==> src/rtl/dt_slim_hit_scan.sv <==
// Player/slime collision scanner: snapshots positions on frame_tick and tests one slime per cycle.
// The scanner tracks lives, runs an invincibility cooldown after each hit, and latches game over.
module dt_slim_hit_scan #(
    parameter int N_SLIM  = 4,
    parameter int HALF_W  = 55,
    parameter int HALF_H  = 38,
    parameter int INV_CYC = 25000000,
    parameter int LIVES   = 3,
    localparam int ID_W   = (N_SLIM > 1) ? $clog2(N_SLIM) : 1
) (
    input  logic                  clk,
    input  logic                  rst_n,
    input  logic                  frame_tick,
    input  logic [9:0]            x_blue,
    input  logic [8:0]            y_blue,
    input  logic [10*N_SLIM-1:0]  x_slim,
    input  logic [9*N_SLIM-1:0]   y_slim,
    input  logic [N_SLIM-1:0]     isfrozen,
    output logic                  broken,
    output logic [ID_W-1:0]       hit_id,
    output logic [3:0]            lives,
    output logic                  invincible,
    output logic                  game_over
);

    localparam int CNT_W = $clog2(INV_CYC + 1);

    typedef enum logic [2:0] {IDLE, SCAN, HIT, COOL, DEAD} state_t;

    state_t            state;
    logic [ID_W-1:0]   idx;
    logic [CNT_W-1:0]  cnt;

    logic [9:0]        bx_p0;
    logic [8:0]        by_p0;
    logic [9:0]        xs_p0 [N_SLIM];
    logic [8:0]        ys_p0 [N_SLIM];
    logic [N_SLIM-1:0] frz_p0;
    logic              hit_now;

    // Overlap along one axis, widened so that a+h and b+h can never wrap at screen edges.
    function automatic logic overlap(input logic [9:0] a, input logic [9:0] b, input int h);
        logic [11:0] aw;
        logic [11:0] bw;
        logic [11:0] hw;
        aw = {2'b00, a};
        bw = {2'b00, b};
        hw = 12'(h);
        return ((aw + hw) > bw) && ((bw + hw) > aw);
    endfunction

    // Stage p0: frame snapshot, the only source the scan ever looks at.
    always_ff @(posedge clk) begin
        if (state == IDLE && frame_tick) begin
            bx_p0  <= x_blue;
            by_p0  <= y_blue;
            frz_p0 <= isfrozen;
            for (int k = 0; k < N_SLIM; k++) begin
                xs_p0[k] <= x_slim[10*k +: 10];
                ys_p0[k] <= y_slim[9*k +: 9];
            end
        end
    end

    always_comb begin
        hit_now = !frz_p0[idx]
                  && overlap(bx_p0, xs_p0[idx], HALF_W)
                  && overlap({1'b0, by_p0}, {1'b0, ys_p0[idx]}, HALF_H);
    end

    always_ff @(posedge clk or negedge rst_n) begin
        if (!rst_n) begin
            state      <= IDLE;
            idx        <= '0;
            cnt        <= '0;
            broken     <= 1'b0;
            hit_id     <= '0;
            lives      <= 4'(LIVES);
            invincible <= 1'b0;
            game_over  <= 1'b0;
        end else begin
            broken <= 1'b0;
            case (state)
                IDLE: begin
                    if (frame_tick) begin
                        idx   <= '0;
                        state <= SCAN;
                    end
                end
                SCAN: begin
                    if (hit_now) begin
                        broken <= 1'b1;
                        hit_id <= idx;
                        lives  <= (lives != 4'd0) ? lives - 4'd1 : 4'd0;
                        state  <= HIT;
                    end else if (idx == ID_W'(N_SLIM - 1)) begin
                        state <= IDLE;
                    end else begin
                        idx <= idx + 1'b1;
                    end
                end
                HIT: begin
                    if (lives == 4'd0) begin
                        game_over <= 1'b1;
                        state     <= DEAD;
                    end else begin
                        invincible <= 1'b1;
                        cnt        <= '0;
                        state      <= COOL;
                    end
                end
                COOL: begin
                    // invincible was raised on entry, so counting 0..INV_CYC-1 gives INV_CYC cycles.
                    if (cnt == CNT_W'(INV_CYC - 1)) begin
                        invincible <= 1'b0;
                        state      <= IDLE;
                    end else begin
                        cnt <= cnt + 1'b1;
                    end
                end
                DEAD: begin
                    game_over  <= 1'b1;
                    invincible <= 1'b0;
                end
                default: state <= IDLE;
            endcase
        end
    end

endmodule

==> config.mk <==
export PLATFORM = sky130hd
export DESIGN_NAME = dt_slim_hit_scan
export DESIGN_NICKNAME = d
export VERILOG_FILES = /design/src/rtl/dt_slim_hit_scan.sv
export SDC_FILE = /design/constraint.sdc
export NUM_CORES = 1
export LEC_CHECK = 0
export CAP_MARGIN = 20
export CORE_MARGIN = 2
export CORE_UTILIZATION = 45
export CTS_BUF_LIST = sky130_fd_sc_hd__clkbuf_16
export DETAILED_ROUTE_END_ITERATION = 8
export GPL_ROUTABILITY_DRIVEN = 0
export HOLD_SLACK_MARGIN = 0.02
export PLACE_DENSITY = 0.69
export SYNTH_ARGS = -nofsm -noshare
export SYNTH_HDL_FRONTEND = slang
export SYNTH_SLANG_ARGS = --single-unit
==> constraint.sdc <==
create_clock -name clk -period 5.06 [get_ports clk]
set_clock_uncertainty 0.2 [all_clocks]
set_input_delay 1.012 -clock clk [delete_from_list [all_inputs] [get_ports clk]]
set_output_delay 1.012 -clock clk [all_outputs]
set_load 0.01 [all_outputs]
==> impl_metrics.tcl <==
set metrics [dict create \
    start_util 0.4558 \
    drt_wl_total_um 14890 \
    crit_family "simple AND/OR/NAND/NOR gates" \
    endpoint_kind "flip-flop" \
    hold_violations 0 \
    drtIter0Drc 333 \
    placed_cell_area_mm2 0.008190 \
    fin_tns_setup_ns 0 \
    p_total_mw 4.698 \
    min_period_ns 4.565 \
    required_ns 5.22 \
    startpoint "idx[0]" \
    reg2regPathDepth 17 \
    pwr-share-comb 0.421 \
    die_h_um 127.4 \
    dr_total_vias 4582 \
    worstMarginPinSlew_ns 0.8659 \
    cts_resized 0 \
    cts_tree "yes" \
    p_sw_mw 1.634 \
    postCtsSetupBuffers 0 \
    cap_violations 0 \
    intPower_mw 3.063 \
    yosysTopAreaCell "edfxtp_1" \
    met1_length_um 6426 \
    clock_sinks 138 \
    finalNetCount 800 \
    dieArea_mm2 0.01623 \
    power.density_mw_per_mm2 538.4 \
    wl_per_cell_um 17.37 \
    yosysWarnings 0 \
    diodes 0 \
    overflow 0 \
    insertion_delay_ns 0.42 \
    dr.pass1.iters 5 \
    cts_hold_buf 0 \
    cp_slowest_cell "mux4_2" \
    syn_area_mm2 0.006852 \
    rsz0062_at_grt "no" \
    portBuffers 110 \
    slew_viol_final 0 \
    nFillCells 1198 \
    timing.critical_path.cells "mux4_2, inv_1, ha_1, inv_1, o21ai_0, and3_1, nor3_1, xnor2_1, ha_1, nand4_1, a211oi_1, nor4_1, a221oi_1, o221a_2, nand3_2, or4_1, nand2_1" \
    area_growth_pct 27.36 \
    ys_seq_area_frac 0.5767 \
    timing.final.ws_setup_ns 0.4954 \
    wl_met3_um 610 \
    grt_usage 0.1919 \
    max-slew-margin-rel 0.4227 \
    synth-async-reset-ratio 0.2826 \
    yosys-top-cells-area "edfxtp_1 (43%), dfrtp_1 (14%), ha_1 (7.7%), xnor2_1 (4.3%), mux4_1 (3.8%)" \
    fmax_mhz 219.1 \
    root_buffer "clkbuf_16" \
    min_path_type "reg -> reg" \
    cp_data_arrival_time_ns 4.73 \
    startpoint_type "flip-flop" \
    ioPinCount 111 \
    cts_made_buffers 17 \
    ant_nets 0 \
    fin_crit_sh 0.9021 \
    final_util 0.5804 \
    grt_antenna_before_repair 0 \
    grt_pass1_wl_um 23720 \
    swShare 0.3479 \
    hpwl_um 10940 \
    drc_errors 0 \
    min_from "game_over" \
    cts.reportedPaths.clkPinSlew_ns 0.06 \
    grt_max_degree 57 \
    viasPerCell 5.347 \
    clockBufferDepth 2 \
    p_leak_nw 3.499 \
    critPathKind "reg -> reg" \
    vdd_ir_drop_max_v 0.0003237 \
    worst-path-stages 17 \
    top_layer_used "met4" \
    coreArea_mm2 0.01503 \
    cp_max_fo 9 \
    synth_edf_count 99 \
    ys_seq_elements 138 \
    synth_cell_types 48 \
    grt_pass1_vias 4761 \
    path_buf_inv 2 \
    synth_area_per_cell_um2 12.93 \
    status "complete, no violations" \
    post-place-ws_ns 0.4700 \
    setup_viol 0 \
    hold_depth 1 \
    htreeDepth 4 \
    layout-drive-gt1-share 0.08371 \
    yosys_most_used_dff "edfxtp_1" \
    row_count 45 \
    syn_nets 674 \
    cpPeakStageDelay_ns 0.55 \
    clkPwrFrac 0.239 \
    die_w_um 127.4 \
    synthCells 530 \
    finish.instance_area_mm2 0.008726 \
    p_seq_frac 0.340 \
    r2r_start "idx[0]" \
    dr_wl_met2_um 7651 \
    synth_top_area_frac 0.4339 \
]
==> stage by stage <==
stage	std cells	hold WS, ns
global placement	825	0.2689
floorplan	530	0.2677
CTS	857	0.2903
global route	857	0.3119
detailed placement	825	0.2657
finish	857	0.2842
==> cells by family after synthesis <==
family	Yosys count	synth area share
flip-flops	138	0.5767
AND/OR/NAND/NOR	157	0.1169
adder cells (fa/ha/maj)	42	0.07670
multiplexers	24	0.07779
buffers and inverters	57	0.03397
XOR/XNOR	44	0.05625
AO/OA/AOI/OAI	68	0.06173
==> registers in the layout, summed over array words and instances (netlist names), 3 cells and up <==
name / flops
lives: 4
frz_p0: 4
ys_p0: 36
xs_p0: 40
by_p0: 9
bx_p0: 10
state: 3
cnt: 25
==> path summary, 6_finish.rpt <==
check | end | slack (ns)
worst min register to register | game_over | 0.28
min in group asynchronous | cnt[6] | 0.50
worst max register to register | lives[1] | 0.50
worst min-delay path | game_over | 0.28
worst max-delay path | lives[1] | 0.50
max in group asynchronous | idx[0] | 3.61
==> final cells by class <==
cell class | instances | area [µm²] | share of cell area
Sequential cell | 138 | 3951 | 0.4528
Multi-Input combinational cell | 335 | 2678 | 0.3069
Timing Repair Buffer | 114 | 1139 | 0.1305
Clock buffer | 19 | 475.5 | 0.05449
Tap cell | 188 | 235.2 | 0.02696
Inverter | 50 | 187.7 | 0.02151
Clock inverter | 13 | 60.06 | 0.006883
==> routing by layer <==
layer  up-vias  GRT usage
li1       2214          -
met2        88     0.3290
met3        12    0.05276
met1      2268     0.2382
met5         -          0
met4         0    0.05818
==> worst reg2reg max path: cells and delay by family, from the launching register on <==
family	cells	cell delay, ns
compound gates	4	1.17
mux	1	0.55
simple gates	7	1.36
fa+ha+maj	2	0.46
buf+inv	2	0.18
flops	1	0.47
xor+xnor	1	0.13
==> cells in the mapped netlist (all sizes together), types with 2 or more instances <==
| cell | number |
|---|---|
| a211oi | 4 |
| a21o | 3 |
| a21oi | 22 |
| a221oi | 3 |
| a31oi | 2 |
| and3 | 9 |
| buf | 5 |
| clkbuf | 2 |
| dfrtp | 37 |
| dfstp | 2 |
| edfxtp | 99 |
| ha | 42 |
| inv | 50 |
| mux2 | 4 |
| mux4 | 20 |
| nand2 | 32 |
| nand2b | 6 |
| nand3 | 18 |
| nand3b | 4 |
| nand4 | 8 |
| nor2 | 35 |
| nor2b | 3 |
| nor3 | 21 |
| nor4 | 8 |
| o21a | 4 |
| o21ai | 20 |
| o31ai | 3 |
| or3 | 6 |
| or4 | 4 |
| xnor2 | 34 |
| xor2 | 10 |
==> cell usage in the layout, fill, tap and decap left out, types with 4 or more instances in the layout <==
master,count
o21ai_0,20
or3_1,6
nand2b_1,6
and3_1,8
nand2_1,31
nand4_1,8
a21oi_1,22
inv_1,56
clkbuf_16,19
clkdlybuf4s50_1,109
o21a_1,4
edfxtp_1,99
ha_1,42
nor4_1,8
nand3_1,17
mux4_1,10
nor3_1,20
nor2_1,35
a211oi_1,4
dfrtp_1,37
mux2_2,4
xor2_1,10
mux4_2,10
or4_1,4
xnor2_1,34
==> power groups by stage <==
stage               clock network [mW]  registers (mW)  logic [mW]
finish                            1.12            1.60        1.98
CTS                               1.15            1.60        1.99
detailed placement                   0            1.61        1.97
floorplan                            0            1.60        1.46
global placement                     0            1.61        1.89
global route                      1.19            1.62        2.20
(Power assumes the default switching activity.)
